`src/rtl/memory_access.sv`:
```
// rtl/memory_access.sv - MEM pipeline stage: data-memory load/store handshake and MEM/WB register (optional MEM_ENDIAN_SWAP_EN)
module memory_access #(
  parameter int ADDR_W = 30
) (
  input  logic              clk,
  input  logic              rst_n,
  input  logic              WriteBack_3,
  input  logic [1:0]        Mem_3,
  input  logic [31:0]       ALU_result_3,
  input  logic [31:0]       writedata_3,
  input  logic [4:0]        Rd_3,
  input  logic              DCACHE_stall,
  input  logic [31:0]       DCACHE_rdata,
  output logic              DCACHE_ren,
  output logic              DCACHE_wen,
  output logic [ADDR_W-1:0] DCACHE_addr,
  output logic [31:0]       DCACHE_wdata,
  output logic              memory_stall,
  output logic              WriteBack_4,
  output logic [4:0]        Rd_4,
  output logic [31:0]       writeback_data_4
);

  localparam logic [0:0] IDLE = 1'b0;
  localparam logic [0:0] WAIT = 1'b1;

  logic [0:0]  state;
  logic [0:0]  state_next;
  logic        is_access;
  logic        is_load;
  logic [31:0] load_data;

  // Only the two one-hot encodings are real accesses; 2'b11 behaves like 2'b00.
  assign is_access = Mem_3[1] ^ Mem_3[0];
  assign is_load   = (Mem_3 == 2'b10);

  // Byte addresses become word addresses; the low two bits are dropped silently.
  assign DCACHE_addr = ADDR_W'(ALU_result_3[31:2]);

`ifdef MEM_ENDIAN_SWAP_EN
  assign DCACHE_wdata = {writedata_3[7:0], writedata_3[15:8], writedata_3[23:16], writedata_3[31:24]};
  assign load_data    = {DCACHE_rdata[7:0], DCACHE_rdata[15:8], DCACHE_rdata[23:16], DCACHE_rdata[31:24]};
`else
  assign DCACHE_wdata = writedata_3;
  assign load_data    = DCACHE_rdata;
`endif

  // Request/stall decode and next state; reset drops any request at once.
  always_comb begin
    DCACHE_ren   = 1'b0;
    DCACHE_wen   = 1'b0;
    memory_stall = 1'b0;
    state_next   = state;
    case (state)
      IDLE: begin
        if (is_access) begin
          DCACHE_ren   = Mem_3[1];
          DCACHE_wen   = Mem_3[0];
          memory_stall = 1'b1;
          state_next   = WAIT;
        end
      end
      WAIT: begin
        // EX/MEM is frozen while we wait, so the request is re-driven from it.
        DCACHE_ren   = Mem_3[1] & is_access;
        DCACHE_wen   = Mem_3[0] & is_access;
        memory_stall = DCACHE_stall;
        if (!DCACHE_stall) begin
          state_next = IDLE;
        end
      end
      default: state_next = IDLE;
    endcase
    if (!rst_n) begin
      DCACHE_ren   = 1'b0;
      DCACHE_wen   = 1'b0;
      memory_stall = 1'b0;
    end
  end

  // Access state register.
  always_ff @(posedge clk or negedge rst_n) begin
    if (!rst_n) begin
      state <= IDLE;
    end else begin
      state <= state_next;
    end
  end

  // MEM/WB register: advances whenever the pipeline is not frozen.
  always_ff @(posedge clk or negedge rst_n) begin
    if (!rst_n) begin
      WriteBack_4      <= 1'b0;
      Rd_4             <= 5'd0;
      writeback_data_4 <= 32'd0;
    end else if (!memory_stall) begin
      WriteBack_4      <= WriteBack_3;
      Rd_4             <= Rd_3;
      writeback_data_4 <= is_load ? load_data : ALU_result_3;
    end
  end

endmodule
```
`config.mk`:
```
export PLATFORM = sky130hd
export DESIGN_NAME = memory_access
export DESIGN_NICKNAME = d
export VERILOG_FILES = /design/src/rtl/memory_access.sv
export SDC_FILE = /design/constraint.sdc
export NUM_CORES = 1
export LEC_CHECK = 0
export BUFFER_PORTS_ARGS = -buffer_cell sky130_fd_sc_hd__clkbuf_2
export CAP_MARGIN = 25
export CORE_MARGIN = 2
export CORE_UTILIZATION = 25
export CTS_CLUSTER_SIZE = 14
export DETAILED_ROUTE_END_ITERATION = 10
export GPL_ROUTABILITY_DRIVEN = 0
export PLACE_DENSITY_LB_ADDON = 0.2
export SYNTH_ARGS = -nofsm -noshare
export SYNTH_HDL_FRONTEND = slang
export SYNTH_SLANG_ARGS = --single-unit
export TNS_END_PERCENT = 5
```
`constraint.sdc`:
```
create_clock -name clk -period 1.9 [get_ports clk]
set_input_delay 0.19 -clock clk [delete_from_list [all_inputs] [get_ports clk]]
set_output_delay 0.19 -clock clk [all_outputs]
set_load 0.02 [all_outputs]
```
# [Word level (Yosys, flattened, before mapping)]
# Index checks and enable logic that the tools add are counted.
[word_totals] ff_bits=39 word_cells=21 output_inout_bits=103
[classes] eq_ne=1 bitwise=4 n_mux=12
[ops] cell="2-to-1 mux 32 bit" n=1
[ops] cell="one-hot mux 1 bit (2 select lines)" n=4
[ops] cell="2-to-1 mux 1 bit" n=7
[ops] cell="bitwise AND 1 bit" n=2
[ops] cell="== test 2 bit (second input constant)" n=1
[ops] cell="NOT 1 bit" n=1
[ops] cell="bitwise XOR 1 bit" n=1

# [Logic depth before layout (Yosys ltp)]
[logic_depth] depth_word=4 ltp_mapped=7

# [Least setup slack after synthesis]
# Ideal clock, no wire load.
[synth_path] path_type="input-to-reg" start="input port Mem_3[0]" end="register writeback_data_4[17]" n_path_buf=2 setup_time_ns=0.125 t_arrival_ns=1.312 slack_ns=0.463 stages=7 path_cell_list="inv_1 -> ha_1 -> nor2_1 -> o21ai_2 -> buf_6 -> buf_8 -> mux2_2"
[synth_via] elab_chain_cells=4
[synth_rtl] item="start, declared" line_no="8" rtl="input logic [1:0] Mem_3,"
[synth_rtl] item="bitwise XOR 1 bit" line_no="34" rtl="assign is_access = Mem_3[1] ^ Mem_3[0];"
[synth_rtl] item="2-to-1 mux 1 bit" line_no="56" rtl="if (is_access) begin"
[synth_rtl] item="one-hot mux 1 bit (2 select lines)" line_no="54" rtl="case (state)"
[synth_rtl] item="2-to-1 mux 1 bit" line_no="74" rtl="if (!rst_n) begin"
[synth_rtl] item="end signal, assigned" line_no="99" rtl="writeback_data_4 <= is_load ? load_data : ALU_result_3;"
[synth_rtl] item="end, declared" line_no="21" rtl="output logic [31:0] writeback_data_4"
# Parallel ways exist; a longest one is shown, timed or not.
# A chain may end at the register's enable or synchronous reset.

# [Worst setup path after layout]
[layout_path] start="register state" end="output port memory_stall"
[layout_via] elab_chain_cells=3
[layout_rtl] item="start, declared" line_no="27" rtl="logic [0:0] state;"
[layout_rtl] item="start signal, assigned" line_no="86" rtl="state <= state_next;"
[layout_rtl] item="NOT 1 bit"
[layout_rtl] item="one-hot mux 1 bit (2 select lines) (*)" line_no="54"
[layout_rtl] item="2-to-1 mux 1 bit (*)" line_no="74"
[layout_rtl] item="end, declared" line_no="18" rtl="output logic memory_stall,"
# Mark *: on every way between the ends. The rest lies on a longest branch, timed or not.

==> impl_metrics.json <==
{
  "mostFrequentLayoutCells": "clkbuf_2, mux2_2, dfrtp_1",
  "r2r.worst_path.cells": 4,
  "via_count": 1602,
  "hold_viol": 0,
  "drive_above_1_share_pct": 82.4,
  "startpoint_type": "flop",
  "grt-busiest-layer": "met2",
  "worst-path-buf-inv": 3,
  "rows": 35,
  "period_share_pct": 86.1,
  "die_area_um2": 10500,
  "path_cells": "and2_1 -> o21ai_4 -> buf_12 -> inv_1 -> clkbuf_2",
  "grt_pass1_vias": 1445,
  "yosys_warnings": 0,
  "final.setup_skew_ns": 0.00163,
  "drv_slew": 0,
  "ctsHoldBuffers": 0,
  "setup_viol": 0,
  "setup_tns_ns": 0,
  "path_clk_slew_ns": 0.07,
  "worstSetupPathDepth": 5,
  "grt_use_met3_pct": 2.85,
  "clock_latency_ns": 0.28,
  "rsz0062_at_grt": "false",
  "drc": 0,
  "initial_core_util_pct": 26.1,
  "worstSetupEndpointType": "output pin",
  "fin_ws_ns": 0.264,
  "critPathKind": "reg2out",
  "arrival_ns": 1.45,
  "final-seq-area_um2": 976,
  "drt-initial-drc-count": 13,
  "worstPathMaxFanout": 33,
  "syn_avg_cell_area_um2": 12.7,
  "io_buffers": 145,
  "timing.hold.ws_ns": 0.0429,
  "syn_nets": 301,
  "synth_top_cell_by_area": "dfrtp_1",
  "ys_seq_area_share_pct": 40.1,
  "cts_buffers": 5,
  "num_io_pins": 210,
  "routed_wl_mm": 4.73,
  "worst_ir_drop_vdd_v": 0.000240,
  "fill_cells": 990,
  "h-tree-depth": 2,
  "hp-class": "in2async",
  "cellLeakagePower_nw": 1.50,
  "grtUsageTotal_pct": 8.73,
  "post_drt_wl_per_cell_um": 11.6,
  "synth-seq-cells": 39,
  "synth_top_area_share_pct": 40.1,
  "tightest_slew_ns": 0.506,
  "antenna_cells": 0,
  "grt-ovfl-total": 0,
  "cts_repair_resize_count": 0,
  "root_buffer": "clkbuf_8",
  "grt_max_degree": 40,
  "post-place-cells": 400,
  "hpwl_mm": 3.65,
  "clockBufferDepth": 2,
  "die_y_um": 103,
  "period_minus_slack_ns": 1.64,
  "cts_sinks": 39,
  "synth_area_leaders": "dfrtp_1, mux2_2, buf_4",
  "cp_slowest_cell": "dfrtp_1",
  "multiInputGateArea_um2": 896,
  "pre_cts_ws_ns": 0.282,
  "layout_commonest_cell": "clkbuf_2",
  "cp_top_family": "buffers and inverters",
  "postCtsSetupRepairBufs": 0,
  "drv_cap": 0,
  "instances_no_fill": 408,
  "status": "finished, final reports clean",
  "antenna_found_initial": 0,
  "drt-vias-per-instance": 3.93,
  "grt_use_met1_pct": 9.93,
  "final_nets": 388,
  "grt_use_met2_pct": 15.0,
  "synth_area_um2": 2430,
  "syn_to_final_growth_pct": 20.6,
  "die_w_um": 103,
  "ant_nets": 0,
  "drtPass1Iterations": 3,
  "maxClockFrequency_ghz": 0.611,
  "cp_slowest_stage_delay_ns": 0.37,
  "cts_tree": "done",
  "syn-instance-count": 191,
  "cp.required_ns": 1.71,
  "coreArea_um2": 9330,
  "grt_pass1_wl_mm": 7.04,
  "synthDistinctLibCells": 13,
  "maxSlewHeadroom_pct": 66.2,
  "p_per_area_nw_per_um2": 835,
  "utilization_pct": 31.4
}
-- report_power, final --
group          internal, mW  switching (mW)
Combinational         0.377           0.437
Sequential            0.963          0.0615
Clock                 0.331           0.278
Total                  1.67           0.777
-- stage by stage --
| step | cell area [µm²] | total power [mW] |
|---|---|---|
| after floorplan | 2430 | 1.70 |
| after global placement | 2830 | 1.87 |
| after detailed placement | 2830 | 1.88 |
| after CTS | 2930 | 2.52 |
| after global routing | 2930 | 2.61 |
| final | 2930 | 2.45 |
-- cell families (layout without fill, tap and decap cells) --
logic type / count (synthesis) / in the layout / synth area share, %
flip-flops: 39 / 39 / 40.1
AO/OA/AOI/OAI: 1 / 1 / 0.360
AND/OR/NAND/NOR: 5 / 5 / 1.18
adder cells (fa/ha/maj): 3 / 3 / 1.54
buffers and inverters: 73 / 161 / 23.5
multiplexers: 70 / 70 / 33.3
-- per-layer routing --
metal,vias up,wire length [µm]
li1,762,-
met1,729,1840
met2,100,2320
met3,11,513
met4,0,53
met5,-,0
-- synthesized netlist by cell type --
master,n
buf_6,2
or2_2,1
inv_1,3
o21ai_2,1
buf_4,64
dfrtp_1,39
mux2_4,6
mux2_2,64
nor2_1,1
and2_1,3
clkbuf_8,3
buf_8,1
ha_1,3
-- final cells by class --
class | count | share of cell area (%)
inverters | 3 | 0.384
clock buffers | 8 | 3.41
multi-input cells | 79 | 30.5
flip-flops and latches | 39 | 33.3
well taps | 129 | 5.50
repair buffers | 150 | 26.9
-- flip-flops by register name (all words and copies together), names as in the netlist --
name / flops
WriteBack_4: 1
Rd_4: 5
writeback_data_4: 32
state: 1
-- path summary, 6_finish.rpt --
check / startpoint / to / slack (ns)
setup / recovery: state / memory_stall / 0.26
hold / removal: rst_n / writeback_data_4[17] / 0.04
setup reg to reg: state / writeback_data_4[0] / 0.47
hold reg to reg: writeback_data_4[25] / writeback_data_4[25] / 0.51
max in group asynchronous: rst_n / state / 1.50
min in group clk: Rd_3[4] / Rd_4[4] / 0.13
Power figures use the tool's default switching activity.
